[config.mk]
export PLATFORM = sky130hd
export DESIGN_NAME = snake_dir_ctrl_flat
export DESIGN_NICKNAME = d
export VERILOG_FILES = /design/src/rtl/snake_pkg.sv /design/src/rtl/snake_dir_ctrl_if.sv /design/src/rtl/key_edge.sv /design/src/rtl/snake_dir_ctrl.sv /design/src/flat_wrapper.sv
export SDC_FILE = /design/constraint.sdc
export NUM_CORES = 1
export LEC_CHECK = 0
export BUFFER_PORTS_ARGS = -buffer_cell sky130_fd_sc_hd__buf_2
export CORE_ASPECT_RATIO = 0.75
export CORE_UTILIZATION = 45
export DETAILED_ROUTE_END_ITERATION = 8
export SYNTH_ARGS = -nofsm -noshare
export SYNTH_HDL_FRONTEND = slang
export SYNTH_SLANG_ARGS = --single-unit
[constraint.sdc]
create_clock -name clk -period 2.3 [get_ports clk]
set_input_delay 0.23 -clock clk [delete_from_list [all_inputs] [get_ports clk]]
set_output_delay 0.23 -clock clk [all_outputs]
set_load 0.02 [all_outputs]
[src/rtl/snake_pkg.sv]
// Shared types for the snake direction controller.
//   dir_t    : direction encoding UP=0, DOWN=1, LEFT=2, RIGHT=3
//   state_t  : controller FSM states
//   opposite : returns the 180-degree reversal of a direction
package snake_pkg;

  typedef enum logic [1:0] {
    DIR_UP    = 2'd0,
    DIR_DOWN  = 2'd1,
    DIR_LEFT  = 2'd2,
    DIR_RIGHT = 2'd3
  } dir_t;

  typedef enum logic [1:0] {
    S_IDLE = 2'd0,
    S_RUN  = 2'd1,
    S_DEAD = 2'd2
  } state_t;

  // UP<->DOWN and LEFT<->RIGHT differ only in bit 0.
  function automatic dir_t opposite(dir_t d);
    return dir_t'(d ^ 2'b01);
  endfunction

endpackage

[src/rtl/snake_dir_ctrl_if.sv]
// Bundle between the player/game side and the snake head register.
//   key_up/down/left/right : raw keys, active-high, asynchronous to clk
//   pause, dead            : synchronous control from game logic
//   up/down/left/right     : one-cycle step pulses to the head register
//   dir                    : committed direction
//   step                   : one-cycle pulse coincident with any direction pulse
// master = direction controller, slave = environment / head register side.
interface snake_dir_ctrl_if;

  logic       key_up;
  logic       key_down;
  logic       key_left;
  logic       key_right;
  logic       pause;
  logic       dead;
  logic       up;
  logic       down;
  logic       left;
  logic       right;
  logic [1:0] dir;
  logic       step;

  modport master (
    input  key_up, key_down, key_left, key_right, pause, dead,
    output up, down, left, right, dir, step
  );

  modport slave (
    output key_up, key_down, key_left, key_right, pause, dead,
    input  up, down, left, right, dir, step
  );

endinterface

[src/rtl/key_edge.sv]
// Raw key conditioning: 2-flop synchronizer followed by rising-edge detect.
//   clk   : system clock
//   reset : asynchronous active-low reset
//   key   : raw asynchronous key level
//   pulse : one-cycle pulse, valid two edges after the key rises; it is
//           consumed by the controller on the third edge
module key_edge (
  input  logic clk,
  input  logic reset,
  input  logic key,
  output logic pulse
);

  logic sync1;
  logic sync2;
  logic sync_d;

  always_ff @(posedge clk or negedge reset) begin
    if (!reset) begin
      sync1  <= 1'b0;
      sync2  <= 1'b0;
      sync_d <= 1'b0;
    end else begin
      sync1  <= key;
      sync2  <= sync1;
      sync_d <= sync2;
    end
  end

  assign pulse = sync2 & ~sync_d;

endmodule

[src/rtl/snake_dir_ctrl.sv]
// Snake direction controller: turns raw direction keys into step pulses for
// the head position register at a fixed game-step rate, enforcing the
// no-reversal rule and at most one committed turn per step.
//   clk       : system clock
//   reset     : asynchronous active-low reset
//   bus       : snake_dir_ctrl_if master (keys, pause, dead in; pulses, dir, step out)
//   dbg_state : current FSM state, for observation only
module snake_dir_ctrl
  import snake_pkg::*;
#(
  parameter int         STEP_CYCLES = 8333333,
  parameter int         CNT_W       = 24,
  parameter logic [1:0] START_DIR   = 2'd3
) (
  input  logic                    clk,
  input  logic                    reset,
  snake_dir_ctrl_if.master        bus,
  output state_t                  dbg_state
);

  localparam logic [CNT_W-1:0] TERM = CNT_W'(STEP_CYCLES - 1);

  state_t           state_q, state_d;
  logic [CNT_W-1:0] cnt_q;
  dir_t             dir_q;
  dir_t             pending_q;
  logic [3:0]       pulse_q, pulse_d;   // one-hot, indexed by dir_t
  logic             step_q, step_d;

  logic e_up, e_down, e_left, e_right;
  logic req_valid;
  dir_t req_dir;
  logic accept;
  logic fire;

  key_edge u_key_up    (.clk(clk), .reset(reset), .key(bus.key_up),    .pulse(e_up));
  key_edge u_key_down  (.clk(clk), .reset(reset), .key(bus.key_down),  .pulse(e_down));
  key_edge u_key_left  (.clk(clk), .reset(reset), .key(bus.key_left),  .pulse(e_left));
  key_edge u_key_right (.clk(clk), .reset(reset), .key(bus.key_right), .pulse(e_right));

  // Fixed priority UP > DOWN > LEFT > RIGHT; only one request per cycle.
  always_comb begin
    req_valid = 1'b1;
    req_dir   = DIR_UP;
    if (e_up)         req_dir = DIR_UP;
    else if (e_down)  req_dir = DIR_DOWN;
    else if (e_left)  req_dir = DIR_LEFT;
    else if (e_right) req_dir = DIR_RIGHT;
    else              req_valid = 1'b0;
  end

  // Checked against the committed direction, so a turn queued earlier in
  // the same step cannot be used as a stepping stone to a reversal.
  assign accept = req_valid && (req_dir != opposite(dir_q)) &&
                  !bus.dead && (state_q != S_DEAD);

  // Terminal count while running and not paused; dead overrides.
  assign fire = (state_q == S_RUN) && !bus.pause && !bus.dead && (cnt_q == TERM);

  // FSM state register
  always_ff @(posedge clk or negedge reset) begin
    if (!reset) state_q <= S_IDLE;
    else        state_q <= state_d;
  end

  // FSM next-state logic; dead wins over every other event.
  always_comb begin
    state_d = state_q;
    case (state_q)
      S_IDLE: begin
        if (bus.dead)    state_d = S_DEAD;
        else if (accept) state_d = S_RUN;
      end
      S_RUN: begin
        if (bus.dead)    state_d = S_DEAD;
      end
      S_DEAD:            state_d = S_DEAD;
      default:           state_d = S_IDLE;
    endcase
  end

  // FSM output logic: next values of the registered pulses. The pulse
  // follows pending, which is the dir being committed on the same edge.
  always_comb begin
    pulse_d          = 4'b0000;
    step_d           = fire;
    pulse_d[pending_q] = fire;
  end

  // Counter, committed/pending direction and output registers.
  always_ff @(posedge clk or negedge reset) begin
    if (!reset) begin
      cnt_q     <= '0;
      dir_q     <= dir_t'(START_DIR);
      pending_q <= dir_t'(START_DIR);
      pulse_q   <= 4'b0000;
      step_q    <= 1'b0;
    end else begin
      pulse_q <= pulse_d;
      step_q  <= step_d;

      if (state_q == S_IDLE) begin
        cnt_q <= '0;
      end else if (state_q == S_RUN && !bus.dead && !bus.pause) begin
        cnt_q <= (cnt_q == TERM) ? '0 : cnt_q + CNT_W'(1);
      end

      if (fire)   dir_q     <= pending_q;
      if (accept) pending_q <= req_dir;
    end
  end

  assign bus.up    = pulse_q[DIR_UP];
  assign bus.down  = pulse_q[DIR_DOWN];
  assign bus.left  = pulse_q[DIR_LEFT];
  assign bus.right = pulse_q[DIR_RIGHT];
  assign bus.step  = step_q;
  assign bus.dir   = dir_q;
  assign dbg_state = state_q;

endmodule

[src/flat_wrapper.sv]
// flat-port wrapper written by rule: the top's interface ports become plain ports
module snake_dir_ctrl_flat import snake_pkg::*;
#(
  parameter int         STEP_CYCLES = 8333333,
  parameter int         CNT_W       = 24,
  parameter logic [1:0] START_DIR   = 2'd3
)
  (clk, reset, dbg_state, bus_key_up, bus_key_down, bus_key_left, bus_key_right, bus_pause, bus_dead, bus_up, bus_down, bus_left, bus_right, bus_dir, bus_step);
  snake_dir_ctrl_if bus_i ();
  input  logic clk;
  input  logic reset;
  output state_t dbg_state;
  input wire logic [$bits(bus_i.key_up)-1:0] bus_key_up;
  input wire logic [$bits(bus_i.key_down)-1:0] bus_key_down;
  input wire logic [$bits(bus_i.key_left)-1:0] bus_key_left;
  input wire logic [$bits(bus_i.key_right)-1:0] bus_key_right;
  input wire logic [$bits(bus_i.pause)-1:0] bus_pause;
  input wire logic [$bits(bus_i.dead)-1:0] bus_dead;
  output wire logic [$bits(bus_i.up)-1:0] bus_up;
  output wire logic [$bits(bus_i.down)-1:0] bus_down;
  output wire logic [$bits(bus_i.left)-1:0] bus_left;
  output wire logic [$bits(bus_i.right)-1:0] bus_right;
  output wire logic [$bits(bus_i.dir)-1:0] bus_dir;
  output wire logic [$bits(bus_i.step)-1:0] bus_step;
  assign bus_i.key_up = bus_key_up;
  assign bus_i.key_down = bus_key_down;
  assign bus_i.key_left = bus_key_left;
  assign bus_i.key_right = bus_key_right;
  assign bus_i.pause = bus_pause;
  assign bus_i.dead = bus_dead;
  assign bus_up = bus_i.up;
  assign bus_down = bus_i.down;
  assign bus_left = bus_i.left;
  assign bus_right = bus_i.right;
  assign bus_dir = bus_i.dir;
  assign bus_step = bus_i.step;
  snake_dir_ctrl #(.STEP_CYCLES(STEP_CYCLES), .CNT_W(CNT_W), .START_DIR(START_DIR)) u_core (.clk(clk), .reset(reset), .bus(bus_i), .dbg_state(dbg_state));
endmodule
==> insert_results.sql, run 1 <==
INSERT INTO impl_metrics (metric_group, metric, value, unit) VALUES
('outcome', 'status', 'completed', ''),
('critical_path', 'crit_start', 'u_core.cnt_q[0]', ''),
('cts', 'htreeDepth', '2', ''),
('timing', 'final.min_clock_period', '2.170', 'ns'),
('job', 'cap_viol_max_count', '0', ''),
('placed_design', 'buffer_ports.inserted', '16', ''),
('global_route', 'grt_pass1_vias', '1801', ''),
('critical_path', 'path_class', 'reg -> reg', ''),
('synthesis', 'postSynth.topFlopCell', 'dfrtp_1', ''),
('pwr', 'ir_drop', '0.0003888', 'V'),
('timing', 'clock.fmax', '460.8', 'MHz'),
('route', 'routed-wl-met3', '263', 'µm'),
('timing', 'slew_hr', '58.56', '%'),
('synthesis', 'netlist_area', '0.002410', 'mm²'),
('cts', 'worst_skew_pair_latency', '0.30', 'ns'),
('cells_and_area', 'fin_cells', '343', ''),
('cts', 'root_buffer', 'clkbuf_8', ''),
('global_route', 'wire_length_of_the_first_global_routing_pass', '9.128', 'mm'),
('synthesis', 'synthesis.instances', '247', ''),
('critical_path', 'crit_chain', 'inv_1, ha_1, nor4bb_1, and4_2, nand2_1, o21ai_4, nor2_1', ''),
('route', 'detail_route.wl_per_cell', '15.47', 'µm'),
('floorplanning', 'core_area', '0.005010', 'mm²'),
('timing', 'setup-tns-final', '0', 'ns'),
('route', 'avgViaCountPerCell', '5.548', ''),
('global_route', 'grt_start_max_net_pins', '30', ''),
('critical_path', 'critPathArrivalTime', '2.36', 'ns'),
('timing', 'finalHoldWorstSlack', '0.03308', 'ns'),
('floorplanning', 'start_util', '48.10', '%'),
('timing', 'fin_crit_sh', '94.35', '%'),
('synthesis', 'synth_async_sr_flop_share', '100.0', '%'),
('critical_path', 'cpPeakStageDelay', '0.44', 'ns'),
('critical_path', 'worst-endpoint-required', '2.49', 'ns'),
('critical_path', 'crit_path_start_kind', 'register', ''),
('cells_and_area', 'nNetsFinal', '284', ''),
('route', 'post_route_ant_nets', '0', ''),
('placed_design', 'hpwlAfterDp', '3.912', 'mm'),
('critical_path', 'critical_path_peak_fanout', '9', ''),
('route', 'drt_iter0_markers', '193', ''),
('pwr', 'power.density_cell_area', '615.5', 'mW/mm²'),
('placed_design', 'globalplace.congestion', '0.8424', ''),
('synthesis', 'synth-edff-count', '0', ''),
('min_path', 'min_from', 'bus_key_left', ''),
('floorplanning', 'die_h', '65.38', 'µm'),
('synthesis', 'synth_nets', '261', ''),
('critical_path', 'crit_path_end_kind', 'register', ''),
('critical_path', 'worst_r2r_startpoint', 'u_core.cnt_q[0]', ''),
('floorplanning', 'dieArea', '0.005655', 'mm²'),
('cts', 'tritoncts', 'done', ''),
('route', 'metal_1_wl', '2.875', 'mm'),
('placed_design', 'detailed_place.area', '0.002595', 'mm²'),
('floorplanning', 'design.portCount', '17', ''),
('route', 'uppermost_signal_routing_layer_after_detailed_routing', 'met4', ''),
('timing', 'final.setup_skew', '0.006045', 'ns'),
('route', 'met2WireLength', '2.106', 'mm'),
('cells_and_area', 'n_antenna_cell', '0', ''),
('global_route', 'grtUsageTotal', '21.15', '%'),
('route', 'remaining_drc_errors', '0', ''),
('global_route', 'global_route.overflow_total', '0', ''),
('global_route', 'grt_antenna_before_repair', '0', ''),
('timing', 'final_hold_violation_count', '0', ''),
('route', 'detail_route.first_pass.iterations', '4', ''),
('critical_path', 'cp.buffers_inverters', '1', ''),
('cts', 'cts_inserted_buffers', '5', ''),
('cells_and_area', 'area.growth.synth_to_final', '13.66', '%'),
('critical_path', 'critical-path-slowest-cell', 'and4_2', ''),
('synthesis', 'mean_instance_size_in_the_synthesized_netlist', '9.756', 'µm²'),
('critical_path', 'path_delay_family', 'simple AND/OR/NAND/NOR gates', ''),
('route', 'final_wl', '5.305', 'mm'),
('cells_and_area', 'drive_gt1_share', '17.71', '%'),
('timing', 'maxSlewViolCount', '0', ''),
('cts', 'cts-root-to-sink-buffers', '2', '');
## final timing paths
check,end,slack [ns],depth (start not counted)
max,u_core.cnt_q[17],0.13,7
min,u_core.u_key_left.sync1,0.03,1
max reg2reg,u_core.cnt_q[17],0.13,7
min reg2reg,u_core.u_key_down.sync2,0.35,0
max in group asynchronous,u_core.cnt_q[8],1.22,3
min in group asynchronous,u_core.cnt_q[17],0.47,2
## metrics by stage
step                      total power [mW]  util [%]  setup WS [ns]
after global placement               1.072     51.80         0.1502
after floorplan                      1.014         -         0.3270
after CTS                            1.702     54.35        0.09678
final                                1.686     54.67         0.1300
after detailed placement             1.075     51.80         0.1135
after global routing                 1.762     54.67       -0.01481
## Yosys cell counts (4+ instances only)
cell,instances,area (µm²)
a21oi_1,18,90.09
clkbuf_1,5,18.77
dfrtp_1,43,1076
dfstp_2,4,105.1
ha_1,6,75.07
inv_1,11,41.29
nand2_1,23,86.33
nand2b_1,5,31.28
nand3_1,9,45.04
nand3b_1,6,45.04
nand4_1,7,43.79
nor2_1,20,75.07
nor3_1,12,60.06
nor4_1,5,31.28
nor4b_1,4,35.03
o21ai_0,12,60.06
xor2_1,4,35.03
## power by group
group / switching [mW] / internal, mW / leakage [nW] / total (mW)
combinational: 0.0970 / 0.0523 / 0.559 / 0.149
clock: 0.273 / 0.352 / 0.0612 / 0.625
sequential: 0.0350 / 0.877 / 0.589 / 0.912
total: 0.405 / 1.28 / 1.21 / 1.69
## final cells by class
cell class,count,area [µm²]
Clock buffer,6,82.58
Fill cell,484,2271
Tap cell,72,90.09
Timing Repair Buffer,25,150.1
Clock inverter,2,35.03
Sequential cell,47,1181
Inverter,11,41.29
Multi-Input combinational cell,180,1159
## timing repair
action / 4_1_cts / 5_1_grt
hold buffers: 1 / 0
endpoints found under the hold margin: 23 / 0
gates resized for setup: 0 / 3
setup buffers: 0 / 0
setup endpoints to repair: 0 / 7
## per-layer routing
| metal | vias up | global-route usage [%] |
|---|---|---|
| met5 | - | 0 |
| met4 | 0 | 5.625 |
| met3 | 8 | 4.523 |
| met2 | 48 | 28.47 |
| met1 | 903 | 33.60 |
| li1 | 944 | - |
## kinds of logic (layout without fill, tap and decap cells)
group                    Yosys count  in the layout  share of synthesized area, %
buffers and inverters             20             44                         3.582
AO/OA/AOI/OAI                     49             49                         12.62
AND/OR/NAND/NOR                  116            116                         28.19
flip-flops                        47             47                         49.01
XOR/XNOR                           7              7                         2.544
adder cells (fa/ha/maj)            6              6                         3.115
multiplexers                       2              2                        0.9345
## flip-flops by register name (all words and copies together), names as in the netlist, 2 cells and up
signal,cells
u_core.pulse_q,4
u_core.cnt_q,24
u_core.dbg_state,2
u_core.pending_q,2
u_core.bus.dir,2
## layout by cell type (no fill, tap or decap), types with 3 or more instances in the layout
cell / n
buf_4: 8
nor3b_1: 3
dfstp_2: 4
nand3_1: 9
buf_2: 16
nand3b_1: 6
nor4b_1: 4
nor2_1: 20
dfrtp_1: 43
nor4_1: 5
o31ai_1: 3
xnor2_1: 3
ha_1: 6
nand2b_1: 5
nand2_1: 23
a21oi_1: 18
a31oi_1: 3
or3_1: 3
nor3_1: 12
nand4_2: 3
o21ai_0: 12
xor2_1: 4
clkbuf_8: 6
nand4_1: 7
inv_1: 11
and3_1: 3
No activity file was read; power rests on OpenSTA's default activity.
==> run 2, diff against run 1 <==
--- a/config.mk
+++ b/config.mk
@@ -5,10 +5,12 @@
 export SDC_FILE = /design/constraint.sdc
 export NUM_CORES = 1
 export LEC_CHECK = 0
+export ABC_AREA = 1
 export BUFFER_PORTS_ARGS = -buffer_cell sky130_fd_sc_hd__buf_2
 export CORE_ASPECT_RATIO = 0.75
-export CORE_UTILIZATION = 45
+export CORE_UTILIZATION = 60
 export DETAILED_ROUTE_END_ITERATION = 8
+export PLACE_DENSITY = 0.79
 export SYNTH_ARGS = -nofsm -noshare
 export SYNTH_HDL_FRONTEND = slang
 export SYNTH_SLANG_ARGS = --single-unit
==> insert_results.sql, run 2 <==
INSERT INTO impl_metrics (metric_group, metric, value, unit) VALUES
('cts', 'ctsResizeCount', '0', ''),
('timing', 'setup-tns-final', '0', 'ns'),
('synthesis', 'synthMostInstantiatedCell', 'nand2_1', ''),
('timing', 'final.setup_skew', '0.008466', 'ns'),
('critical_path', 'crit_path_end_kind', 'register', ''),
('critical_path', 'worst-endpoint-required', '2.50', 'ns'),
('cells_and_area', 'layout.cells.most_common', 'nand2_1', ''),
('floorplanning', 'dieArea', '0.004595', 'mm²'),
('placed_design', 'dp.cells', '399', ''),
('critical_path', 'critical_path_peak_fanout', '19', ''),
('synthesis', 'portion_of_the_post_synthesis_area_used_by_sequential_elements', '45.52', '%'),
('cts', 'worst_skew_pair_latency', '0.31', 'ns'),
('floorplanning', 'chipWidth', '77.94', 'µm'),
('synthesis', 'synth-edff-count', '0', ''),
('timing', 'final_hold_violation_count', '0', ''),
('timing', 'slew_hr', '61.22', '%'),
('cells_and_area', 'area.growth.synth_to_final', '10.56', '%'),
('cells_and_area', 'area_taken_by_flip_flops_and_latches', '0.001181', 'mm²'),
('route', 'detail_route.wl_per_cell', '13.63', 'µm'),
('placed_design', 'globalplace.congestion', '0.9643', ''),
('synthesis', 'synth-warning-count', '0', ''),
('critical_path', 'critical-path-slowest-cell', 'dfrtp_1', ''),
('global_route', 'grt_pass1_vias', '1973', ''),
('cts', 'tritoncts', 'done', ''),
('synthesis', 'synth.distinct_cells', '28', ''),
('timing', 'fin_crit_sh', '88.51', '%'),
('floorplanning', 'placement_rows', '20', ''),
('cts', 'number_of_clock_sinks', '47', ''),
('cells_and_area', 'largest_register', 'u_core.cnt_q', ''),
('cells_and_area', 'largest_reg_flops', '24', ''),
('synthesis', 'postSynthRegisterBits', '47', ''),
('synthesis', 'postSynth.topFlopCell', 'dfrtp_1', ''),
('cts', 'cts-root-to-sink-buffers', '2', ''),
('job', 'cap_viol_max_count', '0', ''),
('cts', 'root_buffer', 'clkbuf_8', ''),
('cells_and_area', 'multi_input_gate_area', '0.001211', 'mm²'),
('min_path', 'worst_hold_path_type', 'in -> async', ''),
('timing', 'rsz0062_at_grt', 'false', ''),
('critical_path', 'crit_chain', 'inv_1, ha_1, inv_2, nand2_4, nand2_2, nor2_2, nand2_1, nor2_2, nand3_1, nand2_1, nor2_1', ''),
('route', 'drt_iter0_markers', '167', ''),
('floorplanning', 'core_area', '0.004104', 'mm²'),
('route', 'final_wl', '5.547', 'mm'),
('critical_path', 'path_class', 'reg -> reg', ''),
('synthesis', 'post_synthesis_cell_type_with_the_largest_combined_area', 'dfrtp_1', ''),
('critical_path', 'end_of_the_worst_register_to_register_path', 'u_core.cnt_q[23]', ''),
('pwr', 'ir_drop', '0.0005634', 'V'),
('global_route', 'grt_start_max_net_pins', '48', ''),
('synthesis', 'synthesis.instances', '328', ''),
('route', 'post_route_ant_nets', '0', ''),
('critical_path', 'worst_r2r_startpoint', 'u_core.dbg_state[0]', ''),
('cells_and_area', 'nNetsFinal', '365', ''),
('cells_and_area', 'num-fill-cells', '341', ''),
('cells_and_area', 'largest_registers', 'u_core.cnt_q (24), u_core.pulse_q (4)', ''),
('critical_path', 'worstRegToRegCells', '11', ''),
('cts', 'hold_fix_buffers_at_cts', '0', ''),
('floorplanning', 'design.portCount', '17', ''),
('cells_and_area', 'fin_cells', '407', ''),
('outcome', 'status', 'completed', ''),
('cts', 'htreeDepth', '2', ''),
('route', 'detail_route.first_pass.iterations', '5', ''),
('synthesis', 'synth_async_sr_flop_share', '100.0', '%'),
('critical_path', 'cpPeakStageDelay', '0.42', 'ns'),
('synthesis', 'post_synth_main_area_contributors', 'dfrtp_1 (41%), nand2_1 (10%), inv_1 (6.5%)', ''),
('timing', 'timing.final.setup_violations', '0', ''),
('floorplanning', 'start_util', '63.23', '%'),
('cts', 'post_cts_setup_buffers', '0', ''),
('cells_and_area', 'drive_gt1_share', '17.61', '%'),
('critical_path', 'crit_path_start_kind', 'register', ''),
('placed_design', 'hpwlAfterDp', '4.188', 'mm'),
('critical_path', 'critPathArrivalTime', '2.24', 'ns'),
('route', 'remaining_drc_errors', '0', ''),
('pwr', 'p_leak', '1.314', 'nW'),
('global_route', 'grt_antenna_before_repair', '0', ''),
('pwr', 'power.density_cell_area', '701.6', 'mW/mm²'),
('cts', 'clk_pin_slew', '0.09', 'ns'),
('floorplanning', 'die_h', '58.96', 'µm'),
('route', 'detailroute.via_count', '2162', ''),
('placed_design', 'buffer_ports.inserted', '16', ''),
('pwr', 'totalPowerFinal', '2.013', 'mW'),
('cts', 'cts_inserted_buffers', '5', ''),
('critical_path', 'r2r_slack', '0.26', 'ns'),
('synthesis', 'netlist.area_leader.share', '41.47', '%'),
('cells_and_area', 'n_antenna_cell', '0', ''),
('global_route', 'grtUsageTotal', '27.19', '%'),
('timing', 'clock.fmax', '491.2', 'MHz'),
('synthesis', 'synth_top_cells_by_count', 'nand2_1 (71), inv_1 (45), dfrtp_1 (43)', ''),
('timing', 'final.min_clock_period', '2.036', 'ns'),
('synthesis', 'mean_instance_size_in_the_synthesized_netlist', '7.912', 'µm²'),
('global_route', 'global_route.overflow_total', '0', ''),
('synthesis', 'synth_nets', '342', ''),
('global_route', 'wire_length_of_the_first_global_routing_pass', '9.246', 'mm'),
('route', 'avgViaCountPerCell', '5.312', ''),
('timing', 'tightest_slew', '0.5818', 'ns'),
('cells_and_area', 'layout_common_cells', 'nand2_1 (71), inv_1 (45), dfrtp_1 (43)', ''),
('timing', 'maxSlewViolCount', '0', ''),
('synthesis', 'netlist_area', '0.002595', 'mm²');
-- run 2: critical path, delay by kind of cell, from the launching register on --
family / cells / cell delay [ns]
simple gates: 8 / 0.93
flops: 1 / 0.42
fa+ha+maj: 1 / 0.34
buf+inv: 2 / 0.26
-- run 2: cell families (layout without fill, tap and decap cells) --
logic type	after synthesis	count (layout)	synth area share [%]
adders and majority gates	6	6	2.893
DFF	47	47	45.52
xor gates and xnor gates	10	10	3.375
buffers and inverters	53	77	7.811
and+or+nand+nor	186	186	35.15
AOI/OAI and AO/OA	26	26	5.256
-- run 2: area by class of cell --
| class | count | share of cell area [%] |
|---|---|---|
| Clock buffer | 6 | 2.878 |
| Clock inverter | 2 | 1.352 |
| Inverter | 51 | 6.672 |
| Multi-Input combinational cell | 228 | 42.22 |
| Sequential cell | 47 | 41.17 |
| Tap cell | 55 | 2.399 |
| Timing Repair Buffer | 18 | 3.314 |
-- run 2: worst max path at each step --
stage	end	depth (start not counted)	start
6_report	u_core.cnt_q[23]	11	u_core.dbg_state[0]
5_1_grt	u_core.cnt_q[23]	13	u_core.dbg_state[1]
4_1_cts	u_core.cnt_q[23]	11	u_core.dbg_state[0]
3_5_place_dp	u_core.cnt_q[23]	11	u_core.dbg_state[0]
3_3_place_gp	u_core.cnt_q[23]	11	u_core.dbg_state[0]
2_1_floorplan	u_core.cnt_q[23]	13	u_core.dbg_state[1]
-- run 2: report_power, final --
part           leakage (nW)  internal [mW]  switching [mW]
Sequential            0.612          0.883          0.0488
Clock                0.0618          0.357           0.285
Combinational         0.640          0.118           0.321
Total                  1.31           1.36           0.655
-- run 2: layer usage --
layer	vias to the layer above	wire length [µm]	global-route usage [%]
li1	1090	-	-
met1	984	2849	41.21
met2	76	2221	39.19
met3	12	392	5.271
met4	0	83	9.259
met5	-	0	0
-- run 2: through the flow --
stage / hold slack [ns] / worst slack (ns) / area [µm²] / util [%]
after floorplan: -0.06559 / 0.5972 / 2595 / -
after global placement: 0.3324 / 0.3430 / 2748 / 66.95
after detailed placement: 0.3396 / 0.3290 / 2748 / 66.95
after CTS: 0.01800 / 0.2934 / 2869 / 69.91
after global routing: 0.01691 / 0.08237 / 2869 / 69.91
final: 0.001338 / 0.2642 / 2869 / 69.91
